<file path="src/rtl/dcache_wt_if.sv">
// Core-side and memory-side signals of the write-through data cache, bundled for port connection.
// The slave modport is the cache's view; the master modport is the core/memory side.
interface dcache_wt_if;
    logic        cpu_read;
    logic        cpu_write;
    logic [31:0] cpu_addr;
    logic [31:0] cpu_wrdata;
    logic [31:0] cpu_rddata;
    logic        cpu_stall;
    logic        mem_read;
    logic        mem_write;
    logic [31:0] mem_addr;
    logic [31:0] mem_wrdata;
    logic [31:0] mem_rddata;
    logic        mem_ready;
    logic [31:0] hit_count;
    logic [31:0] miss_count;

    modport slave (
        input  cpu_read, cpu_write, cpu_addr, cpu_wrdata, mem_rddata, mem_ready,
        output cpu_rddata, cpu_stall, mem_read, mem_write, mem_addr, mem_wrdata,
               hit_count, miss_count
    );

    modport master (
        output cpu_read, cpu_write, cpu_addr, cpu_wrdata, mem_rddata, mem_ready,
        input  cpu_rddata, cpu_stall, mem_read, mem_write, mem_addr, mem_wrdata,
               hit_count, miss_count
    );
endinterface

</file>
<file path="src/rtl/dcache_wt.sv">
// Direct-mapped, write-through, no-write-allocate data cache, one word per line.
// Aligned load hits return data combinationally; everything else goes to memory.
//
// state   | meaning
// IDLE    | accepting requests; load hits served with no stall
// RD_WAIT | load miss or bypass outstanding, mem_read held
// WR_WAIT | store outstanding, mem_write held
// RESP    | one unstalled cycle presenting resp_data, then back to IDLE
module dcache_wt #(
    parameter int INDEX_BITS = 6
) (
    input  logic        clk,
    input  logic        rstn,
    dcache_wt_if.slave  bus
);
    localparam int TAG_BITS = 30 - INDEX_BITS;
    localparam int LINES    = 1 << INDEX_BITS;

    typedef enum logic [1:0] {IDLE, RD_WAIT, WR_WAIT, RESP} state_t;

    state_t state;
    state_t state_nxt;

    logic [LINES-1:0]    valid;
    logic [TAG_BITS-1:0] tag_ram  [LINES];
    logic [31:0]         data_ram [LINES];

    logic [31:0] resp_data;
    logic        mem_read;
    logic        mem_write;
    logic [31:0] mem_addr;
    logic [31:0] mem_wrdata;
    logic [31:0] hit_count;
    logic [31:0] miss_count;

    logic [INDEX_BITS-1:0] idx;
    logic [TAG_BITS-1:0]   tag;
    logic                  aligned;
    logic                  hit;

    logic        stall;
    logic [31:0] rddata;
    logic        issue_rd;
    logic        issue_wr;
    logic        ld_hit;
    logic        mem_done;
    logic        rd_done;
    logic        fill;

    assign idx     = bus.cpu_addr[INDEX_BITS+1:2];
    assign tag     = bus.cpu_addr[31:INDEX_BITS+2];
    assign aligned = (bus.cpu_addr[1:0] == 2'b00);
    assign hit     = valid[idx] && (tag_ram[idx] == tag) && aligned;

    always_comb begin
        state_nxt = state;
        stall     = 1'b0;
        rddata    = resp_data;
        issue_rd  = 1'b0;
        issue_wr  = 1'b0;
        ld_hit    = 1'b0;
        mem_done  = 1'b0;
        case (state)
            IDLE: begin
                if (bus.cpu_write) begin
                    stall     = 1'b1;
                    issue_wr  = 1'b1;
                    state_nxt = WR_WAIT;
                end else if (bus.cpu_read && hit) begin
                    rddata = data_ram[idx];
                    ld_hit = 1'b1;
                end else if (bus.cpu_read) begin
                    stall     = 1'b1;
                    issue_rd  = 1'b1;
                    state_nxt = RD_WAIT;
                end
            end
            RD_WAIT, WR_WAIT: begin
                stall = 1'b1;
                if (bus.mem_ready) begin
                    mem_done  = 1'b1;
                    state_nxt = RESP;
                end
            end
            default: begin
                state_nxt = IDLE;
            end
        endcase
    end

    assign rd_done = mem_done && (state == RD_WAIT);
    // Unaligned loads were serviced by memory's lane alignment; never cache them.
    assign fill    = rd_done && aligned;

    always_ff @(posedge clk) begin
        if (!rstn) begin
            state      <= IDLE;
            valid      <= '0;
            mem_read   <= 1'b0;
            mem_write  <= 1'b0;
            mem_addr   <= '0;
            mem_wrdata <= '0;
            resp_data  <= '0;
            hit_count  <= '0;
            miss_count <= '0;
        end else begin
            state <= state_nxt;
            if (issue_wr) begin
                mem_write  <= 1'b1;
                mem_addr   <= bus.cpu_addr;
                mem_wrdata <= bus.cpu_wrdata;
            end else if (issue_rd) begin
                mem_read <= 1'b1;
                mem_addr <= bus.cpu_addr;
            end
            if (mem_done) begin
                mem_read  <= 1'b0;
                mem_write <= 1'b0;
            end
            if (rd_done) begin
                resp_data <= bus.mem_rddata;
            end
            if (fill) begin
                valid[idx] <= 1'b1;
            end
            if (ld_hit && (hit_count != 32'hFFFF_FFFF)) begin
                hit_count <= hit_count + 32'd1;
            end
            if (issue_rd && (miss_count != 32'hFFFF_FFFF)) begin
                miss_count <= miss_count + 32'd1;
            end
        end
    end

    // Tag/data arrays need no reset; valid bits alone qualify their contents.
    always_ff @(posedge clk) begin
        if (rstn) begin
            if (issue_wr && hit) begin
                data_ram[idx] <= bus.cpu_wrdata;
            end
            if (fill) begin
                tag_ram[idx]  <= tag;
                data_ram[idx] <= bus.mem_rddata;
            end
        end
    end

    assign bus.cpu_stall  = stall;
    assign bus.cpu_rddata = rddata;
    assign bus.mem_read   = mem_read;
    assign bus.mem_write  = mem_write;
    assign bus.mem_addr   = mem_addr;
    assign bus.mem_wrdata = mem_wrdata;
    assign bus.hit_count  = hit_count;
    assign bus.miss_count = miss_count;
endmodule

</file>
<file path="src/flat_wrapper.sv">
// flat-port wrapper written by rule: the top's interface ports become plain ports
module dcache_wt_flat 
#(
    parameter int INDEX_BITS = 6
)
  (clk, rstn, bus_cpu_read, bus_cpu_write, bus_cpu_addr, bus_cpu_wrdata, bus_mem_rddata, bus_mem_ready, bus_cpu_rddata, bus_cpu_stall, bus_mem_read, bus_mem_write, bus_mem_addr, bus_mem_wrdata, bus_hit_count, bus_miss_count);
  dcache_wt_if bus_i ();
  input  logic clk;
  input  logic rstn;
  input wire logic [$bits(bus_i.cpu_read)-1:0] bus_cpu_read;
  input wire logic [$bits(bus_i.cpu_write)-1:0] bus_cpu_write;
  input wire logic [$bits(bus_i.cpu_addr)-1:0] bus_cpu_addr;
  input wire logic [$bits(bus_i.cpu_wrdata)-1:0] bus_cpu_wrdata;
  input wire logic [$bits(bus_i.mem_rddata)-1:0] bus_mem_rddata;
  input wire logic [$bits(bus_i.mem_ready)-1:0] bus_mem_ready;
  output wire logic [$bits(bus_i.cpu_rddata)-1:0] bus_cpu_rddata;
  output wire logic [$bits(bus_i.cpu_stall)-1:0] bus_cpu_stall;
  output wire logic [$bits(bus_i.mem_read)-1:0] bus_mem_read;
  output wire logic [$bits(bus_i.mem_write)-1:0] bus_mem_write;
  output wire logic [$bits(bus_i.mem_addr)-1:0] bus_mem_addr;
  output wire logic [$bits(bus_i.mem_wrdata)-1:0] bus_mem_wrdata;
  output wire logic [$bits(bus_i.hit_count)-1:0] bus_hit_count;
  output wire logic [$bits(bus_i.miss_count)-1:0] bus_miss_count;
  assign bus_i.cpu_read = bus_cpu_read;
  assign bus_i.cpu_write = bus_cpu_write;
  assign bus_i.cpu_addr = bus_cpu_addr;
  assign bus_i.cpu_wrdata = bus_cpu_wrdata;
  assign bus_i.mem_rddata = bus_mem_rddata;
  assign bus_i.mem_ready = bus_mem_ready;
  assign bus_cpu_rddata = bus_i.cpu_rddata;
  assign bus_cpu_stall = bus_i.cpu_stall;
  assign bus_mem_read = bus_i.mem_read;
  assign bus_mem_write = bus_i.mem_write;
  assign bus_mem_addr = bus_i.mem_addr;
  assign bus_mem_wrdata = bus_i.mem_wrdata;
  assign bus_hit_count = bus_i.hit_count;
  assign bus_miss_count = bus_i.miss_count;
  dcache_wt #(.INDEX_BITS(INDEX_BITS)) u_core (.clk(clk), .rstn(rstn), .bus(bus_i));
endmodule
</file>
<file path="config.mk">
export PLATFORM = sky130hd
export DESIGN_NAME = dcache_wt_flat
export DESIGN_NICKNAME = d
export VERILOG_FILES = /design/src/rtl/dcache_wt_if.sv /design/src/rtl/dcache_wt.sv /design/src/flat_wrapper.sv
export SDC_FILE = /design/constraint.sdc
export NUM_CORES = 2
export LEC_CHECK = 0
export ABC_AREA = 1
export BUFFER_PORTS_ARGS = -buffer_cell sky130_fd_sc_hd__buf_2
export CORE_MARGIN = 5
export CORE_UTILIZATION = 40
export CTS_BUF_LIST = sky130_fd_sc_hd__clkbuf_2 sky130_fd_sc_hd__clkbuf_4 sky130_fd_sc_hd__clkbuf_8
export DETAILED_ROUTE_END_ITERATION = 12
export PLACE_DENSITY = 0.56
export SLEW_MARGIN = 25
export SYNTH_ARGS = -nofsm -noshare
export SYNTH_HDL_FRONTEND = slang
export SYNTH_SLANG_ARGS = --single-unit
</file>
<file path="constraint.sdc">
create_clock -name clk -period 12.2 [get_ports clk]
set_input_delay 2.44 -clock clk [delete_from_list [all_inputs] [get_ports clk]]
set_output_delay 2.44 -clock clk [all_outputs]
set_load 0.03 [all_outputs]
</file>
## After elaboration in Yosys (flattened, before gate mapping)

Memory sizes are Yosys's and may differ from the RTL's.
Cells that the tools add are included.
Widths: inputs -> output; s select.

- Flip-flop bits (word level): 228
- Bits in writable memories: 3584
- Input port bits: 101
- Output and inout bits: 163
- Word-level logic and storage cells: 77
- Memories kept: 2

- $add $sub $neg: 2
- Magnitude comparators: 2
- Equality and inequality tests: 8
- Mux-type cells: 34
- Bitwise logic cells: 4
- Reduce and logical (&&, ||, !) cells: 16

Memory list:

| memory | depth | bits a word | rd ports | clocked after memory_dff | wr ports | line | source |
|---|---|---|---|---|---|---|---|
| u_core.data_ram | 64 | 32 | 1 | 0 | 1 | dcache_wt.sv:26 | `logic [31:0] data_ram [LINES];` |
| u_core.tag_ram | 64 | 24 | 1 | 0 | 1 | dcache_wt.sv:25 | `logic [TAG_BITS-1:0] tag_ram [LINES];` |

Operator list:

| kind | number |
|---|---|
| $mux 32 | 6 |
| $add 32x1->32 const B | 2 |
| $ne 32x32->1 const B | 2 |
| $or 64x64->64 | 1 |
| $eq 24x24->1 | 1 |
| $mux 1 | 20 |
| $logic_and 1x1->1 | 9 |
| $mux 2 | 4 |
| $lt 6x7->1 const B | 1 |
| $bmux 1 s6 | 1 |
| $demux 1 s6 | 1 |
| $ge 6x1->1 const B | 1 |
| $ne 3x3->1 const B | 2 |
| $logic_not 2->1 | 2 |
| $pmux 2 s2 | 1 |
| $reduce_or 2->1 | 2 |
| $reduce_and 3->1 | 1 |
| $eq 2x1->1 const B | 1 |
| $eq 2x2->1 const B | 1 |
| $ne 2x2->1 const B | 1 |
| $not 1->1 | 2 |
| $pmux 1 s2 | 1 |
| $reduce_and 2->1 | 1 |
| $reduce_bool 2->1 | 1 |
| $or 1x1->1 | 1 |

## Longest topological paths before layout

- Word-level depth: 10
- Mapped depth: 27
- Gate-level depth less buffers: 23

## Least setup slack after synthesis

OpenSTA, ideal clock, no wires.

- Path type: input port to output port
- Start: input bus_cpu_addr[4]
- End: output bus_cpu_rddata[20]
- Data arrival time: 5.299 ns
- Data required time: 9.760 ns
- Slack: 4.461 ns
- Stages: 16
- Path buffers: 6
- Path through: buf_2 > inv_2 > nor2_4 > buf_4 > buf_2 > nand2_1 > inv_1 > clkbuf_1 > clkbuf_1 > clkbuf_1 > nand2_1 > nand4_1 > nand2_1 > nand4_1 > nor3_1 > o21ai_0

- Word-level cells in the longest chain between the ends: 8
- Elaborated cells between the ends (all ways): 11
- Those cells by class: eq/ne (1); mux (5); reduce/logical (3); memory (2)

Ends and longest elaborated chain:

| what | line | source |
|---|---|---|
| start: declaration | flat_wrapper.sv:12 | `input wire logic [$bits(bus_i.cpu_addr)-1:0] bus_cpu_addr;` |
| $mem_v2 64x24 or $bmux 1 s6 (tied branches) | n/a |  |
| $eq 24x24->1 or $mux 1 (tied branches) | dcache_wt.sv:53 | `assign hit = valid[idx] && (tag_ram[idx] == tag) && aligned;` |
| $logic_and 1x1->1 (2 in series) | dcache_wt.sv:53 |  |
| $logic_and 1x1->1 | dcache_wt.sv:69 | `end else if (bus.cpu_read && hit) begin` |
| $mux 32 (*) | dcache_wt.sv:69 |  |
| $mux 32 (*) | dcache_wt.sv:65 | `if (bus.cpu_write) begin` |
| $mux 32 (*) | dcache_wt.sv:63 | `case (state)` |
| end: declaration | flat_wrapper.sv:16 | `output wire logic [$bits(bus_i.cpu_rddata)-1:0] bus_cpu_rddata;` |

Mark *: on every way between the ends. The rest lies on a longest branch, timed or not. The select of a mux whose other input is x is not followed.

## Worst setup path after layout

- Start: input bus_cpu_addr[3]
- End: output bus_cpu_rddata[29]

The elaborated chain is that of the path after synthesis.

==> impl_summary.md <==
Run status
The flow ran to the end, and the final reports show no timing, DRC or antenna violations.

Worst setup path
The count of cell instances traversed by the critical path is 22. Following the worst setup path forward leads to its endpoint at bus_cpu_rddata[29]. The buffers plus inverters on the worst setup path is 6. The startpoint of the most critical register-to-register path is u_core.tag_ram[8][16]$_DFFE_PP_. The required time reported for the critical path endpoint is 9760 ps. The endpoint class of the critical path is a primary output. The highest fanout seen on the critical path is 57. Walking the worst path, the cells encountered are buf_4, clkinv_2, nor2_4, buf_4, o211ai_1, nand2_1, o21ai_1, nand2_1, nor2_1, nand2_1, nand2_1, nand2_1, nand2_1, nor2_1, nand2_1, nor2_1, nand3_1, buf_4, inv_2, o21ai_0, o21ai_0, buf_2. The largest single stage delay on the critical path is around 760 ps. The critical path starts at bus_cpu_addr[3]. The setup slack on the worst flop-to-flop path is ~6000 ps. Data arrives at the worst endpoint at about 8600 ps.

The cell type of the slowest stage on the worst timing path is sky130_fd_sc_hd__buf_4. The kind of start point of the critical path is a primary input. Measured in cells, the most critical reg-to-reg path has a length of 18. Among the stages of the critical path, the cell type that occurs most often is sky130_fd_sc_hd__nand2_1. The critical setup path kind is primary input to primary output. The cell family contributing the most delay on the critical path is buffers and inverters. In this run the critical register-to-register path is captured at u_core.data_ram[31][28]$_DFFE_PP_.

GRT
The total track usage is 24.0%. Entering global routing, the biggest net connects just under 200 pins. The initial antenna violation count was 20.

The first global-routing pass estimated between 600000 and 700000 microns of wire. The total overflow left after global routing is 0. The via count of the first global-routing pass came to ~95k.

Clock tree
After clock tree synthesis, the setup repair step added 0 buffers. The H-tree was split into 6 levels. The number of buffers inserted during clock tree synthesis is between 600 and 700.

Gates resized during post-CTS repair numbered 0. The TritonCTS clock tree is yes. For the worst-skew pair, the clock arrives at the later sink with an insertion delay of between 1000 and 1500 ps. Counting along the longest clock path gives a buffer depth of 4. The tree built by TritonCTS fans out to ~3.8k sinks.

The buffer cell driving the clock tree root is sky130_fd_sc_hd__clkbuf_8. The clock-pin slew of the registers on the worst-case setup and hold paths is 60 ps. The number of buffers inserted for hold repair after clock tree synthesis is 0.

Drt
For this run, the detailed router's first-pass iteration total came to 6. After detailed routing, the number of remaining DRC violations is 0. After detailed routing, the total wire length is roughly 480000 microns. The routed length per placed instance is 26.9 microns. The number of DRC markers after the initial detailed-route iteration is about 11k. The remaining antenna violation count after routing is 0. The routed layout has 98.5k vias.

The detailed-route vias per instance is roughly 5.5.

Synth
The commonest cells after synthesis are 3584 x sky130_fd_sc_hd__edfxtp_1, 3186 x sky130_fd_sc_hd__nand2_1, 905 x sky130_fd_sc_hd__inv_1. The biggest area consumer among synthesized cells is sky130_fd_sc_hd__edfxtp_1. The per-instance average area after synthesis is between 10 and 15 sq um. In this run, synthesis inferred roughly 3.6k flip-flops with an integrated enable. Synthesis instantiated 44 different standard cells from the library. Ranked by total cell area, the synthesized netlist is headed by sky130_fd_sc_hd__edfxtp_1 72%, sky130_fd_sc_hd__nand2_1 8.0%, sky130_fd_sc_hd__dfxtp_1 3.0%.

The most numerous cell in the Yosys netlist is sky130_fd_sc_hd__edfxtp_1. The share of async-settable or async-resettable flops after synthesis is 0%. The warning count from the yosys run is 0. Synthesis produced a netlist whose cell count is 11.9k. The count of state elements after synthesis is around 3.8k. The area fraction of the dominant cell type after synthesis is 71.6%. The flip-flop cell with the highest count after synthesis is sky130_fd_sc_hd__edfxtp_1. The mapped netlist covers between 150000 and 200000 sq um.

The sequential cell area fraction in the yosys report is 74.7%. The net count of the mapped netlist is around 12k.

Placed design
The congestion estimate from routability-driven global placement came to about 0.85. The number of port buffers is between 200 and 300. Prior to clock tree synthesis, the placed netlist has a worst setup slack of about 1100 ps.

Including well taps, the total number of placed cells is between 15k and 20k. The estimated wirelength of the detail-placed design is approximately 260000 microns.

Timing
The shortest clock period the worst path allows after layout is 11020 ps. The remaining max-slew budget at the tightest pin is between 20 and 25%. The number of failing setup endpoints in the final timing report is 0.

The sum of negative setup slack is 0 ps. Static timing analysis puts the maximum clock frequency at approximately 0.091 GHz. The final-report hold violation count was 0. The final worst clock skew is about 76 ps.

Setup repair after global routing left no endpoint under its margin. The ratio of final minimum period to clock period is approximately 90%. The worst path setup slack after routing is between 1000 and 1500 ps. The number of max-slew violations in the final report was 0. At the pin with the least slew margin, the transition time is ~1100 ps.

Die
The number of placement rows is around 230. From left edge to right edge, the die measures between 600 and 700 microns. The floorplan step defined a die boundary enclosing approximately 390000 sq um. The effective utilization at floorplan is between 40% and 50%. Measured along the y axis, the die boundary spans between 600 and 700 microns.

The core region area is around 370000 sq um. The count of pins on the block boundary is ~260.

Flow run
The max capacitance violation total is 0.

Layout
The post-route netlist has between 10 and 15% of its cells at a drive strength greater than 1. Compared with the post-synthesis result, the final layout area differs by 14.1%. The total of fill cells in the finished design is roughly 34k. Measured on the finished design, the core utilization comes to a little under half. The final layout net count is roughly 13k. After the flow finishes, the layout carries non-filler instances totaling about 18k.

Pwr
The total power divided by cell area is between 150 and 200 nW/um^2. The worst-case IR drop observed on VDD is roughly 0.10 mV. The analysis attributes to cell leakage a power of between 60 and 70 nW.

Min path
The class of the most critical hold timing path is register to register.
==> cell usage in the layout (no fill, tap or decap), types with 22 or more instances in the layout <==
master	n
sky130_fd_sc_hd__o21ai_1	53
sky130_fd_sc_hd__clkbuf_4	206
sky130_fd_sc_hd__a22o_1	163
sky130_fd_sc_hd__xor2_1	23
sky130_fd_sc_hd__nor2_4	98
sky130_fd_sc_hd__nand4_1	316
sky130_fd_sc_hd__o21ai_0	444
sky130_fd_sc_hd__nand3_1	430
sky130_fd_sc_hd__a21oi_1	156
sky130_fd_sc_hd__buf_12	42
sky130_fd_sc_hd__buf_4	238
sky130_fd_sc_hd__nand2_1	3184
sky130_fd_sc_hd__a221oi_1	228
sky130_fd_sc_hd__or2_2	187
sky130_fd_sc_hd__nor3_1	27
sky130_fd_sc_hd__nor2_1	554
sky130_fd_sc_hd__mux2_2	27
sky130_fd_sc_hd__inv_1	898
sky130_fd_sc_hd__dfxtp_1	228
sky130_fd_sc_hd__a22oi_1	316
sky130_fd_sc_hd__edfxtp_1	3584
sky130_fd_sc_hd__o211ai_1	170
sky130_fd_sc_hd__clkbuf_8	638
sky130_fd_sc_hd__clkinv_2	48
sky130_fd_sc_hd__buf_2	260
sky130_fd_sc_hd__clkinv_1	140
sky130_fd_sc_hd__inv_8	22
sky130_fd_sc_hd__nor2_2	38
sky130_fd_sc_hd__nand3b_1	35
==> worst min-delay path: stages (launching register included) <==
cell	delay, ps
sky130_fd_sc_hd__dfxtp_1	300
sky130_fd_sc_hd__inv_1	50
sky130_fd_sc_hd__a21oi_1	50
==> stage by stage <==
step	hold slack (ps)	instance area (sq um)	total power [W]
5_1_grt	464	171000	0.0284
3_3_place_gp	434	159000	0.0166
6_report	449	171000	0.0275
2_1_floorplan	424	150000	0.0158
3_5_place_dp	441	159000	0.0167
4_1_cts	451	171000	0.0276
==> area by class of cell <==
class / count / area, sq um / area share (%)
Multi-Input combinational cell: 6547 / 32800 / 19.1
Sequential cell: 3812 / 112000 / 65.5
Tap cell: 4994 / 6250 / 3.65
Clock inverter: 255 / 1830 / 1.07
Timing Repair Buffer: 559 / 4420 / 2.58
Clock buffer: 844 / 10300 / 6.03
Antenna cell: 6 / 15.0 / 0.00876
Inverter: 915 / 3500 / 2.04
==> power breakdown <==
group / internal (W) / switching, W
Combinational: 0.000458 / 0.00147
Clock: 0.00588 / 0.00519
Sequential: 0.0144 / 0.0000411
Total: 0.0208 / 0.00670
==> worst min-delay path by stage <==
stage / to / slack [ps] / cells after the start / from
2_1_floorplan: u_core.resp_data[20]$_SDFFE_PN0P_ / 420 / 2 / u_core.resp_data[20]$_SDFFE_PN0P_
3_3_place_gp: u_core.valid[39]$_SDFFE_PN0P_ / 430 / 2 / u_core.valid[39]$_SDFFE_PN0P_
3_5_place_dp: u_core.resp_data[23]$_SDFFE_PN0P_ / 440 / 2 / u_core.resp_data[23]$_SDFFE_PN0P_
4_1_cts: u_core.resp_data[23]$_SDFFE_PN0P_ / 450 / 2 / u_core.resp_data[23]$_SDFFE_PN0P_
5_1_grt: u_core.resp_data[19]$_SDFFE_PN0P_ / 460 / 2 / u_core.resp_data[19]$_SDFFE_PN0P_
6_report: u_core.resp_data[23]$_SDFFE_PN0P_ / 450 / 2 / u_core.resp_data[23]$_SDFFE_PN0P_
==> routing by layer <==
layer	vias up	part of all wire [%]	track usage (%)
met1	49600	40	32.3
li1	43500	-	-
met3	858	7.7	3.30
met4	12	4.2	9.44
met2	4604	48	39.7
met5	-	0.017	0
==> state kept, by name, indices dropped and copies added (netlist names) <==
| register | cells |
|---|---|
| u_core.bus.mem_write | 1 |
| u_core.bus.hit_count | 32 |
| u_core.data_ram | 2048 |
| u_core.bus.miss_count | 32 |
| u_core.tag_ram | 1536 |
| u_core.bus.mem_wrdata | 32 |
| u_core.bus.mem_addr | 32 |
| u_core.state | 2 |
| u_core.resp_data | 32 |
| u_core.valid | 64 |
| u_core.bus.mem_read | 1 |
==> cells by family (layout without fill, tap and decap cells) <==
kind of cell               after synthesis  after routing  synth area share [%]
and+or+nand+nor                       4897           4897                  13.6
xor gates and xnor gates                28             28                 0.163
other                                    0              6                     0
DFF                                   3812           3812                  74.7
buffers and inverters                 1565           2573                  4.10
muxes                                   32             32                 0.240
adders and majority gates                5              5                0.0416
AOI/OAI and AO/OA                     1585           1585                  7.17
Power figures use the tool's default switching activity.
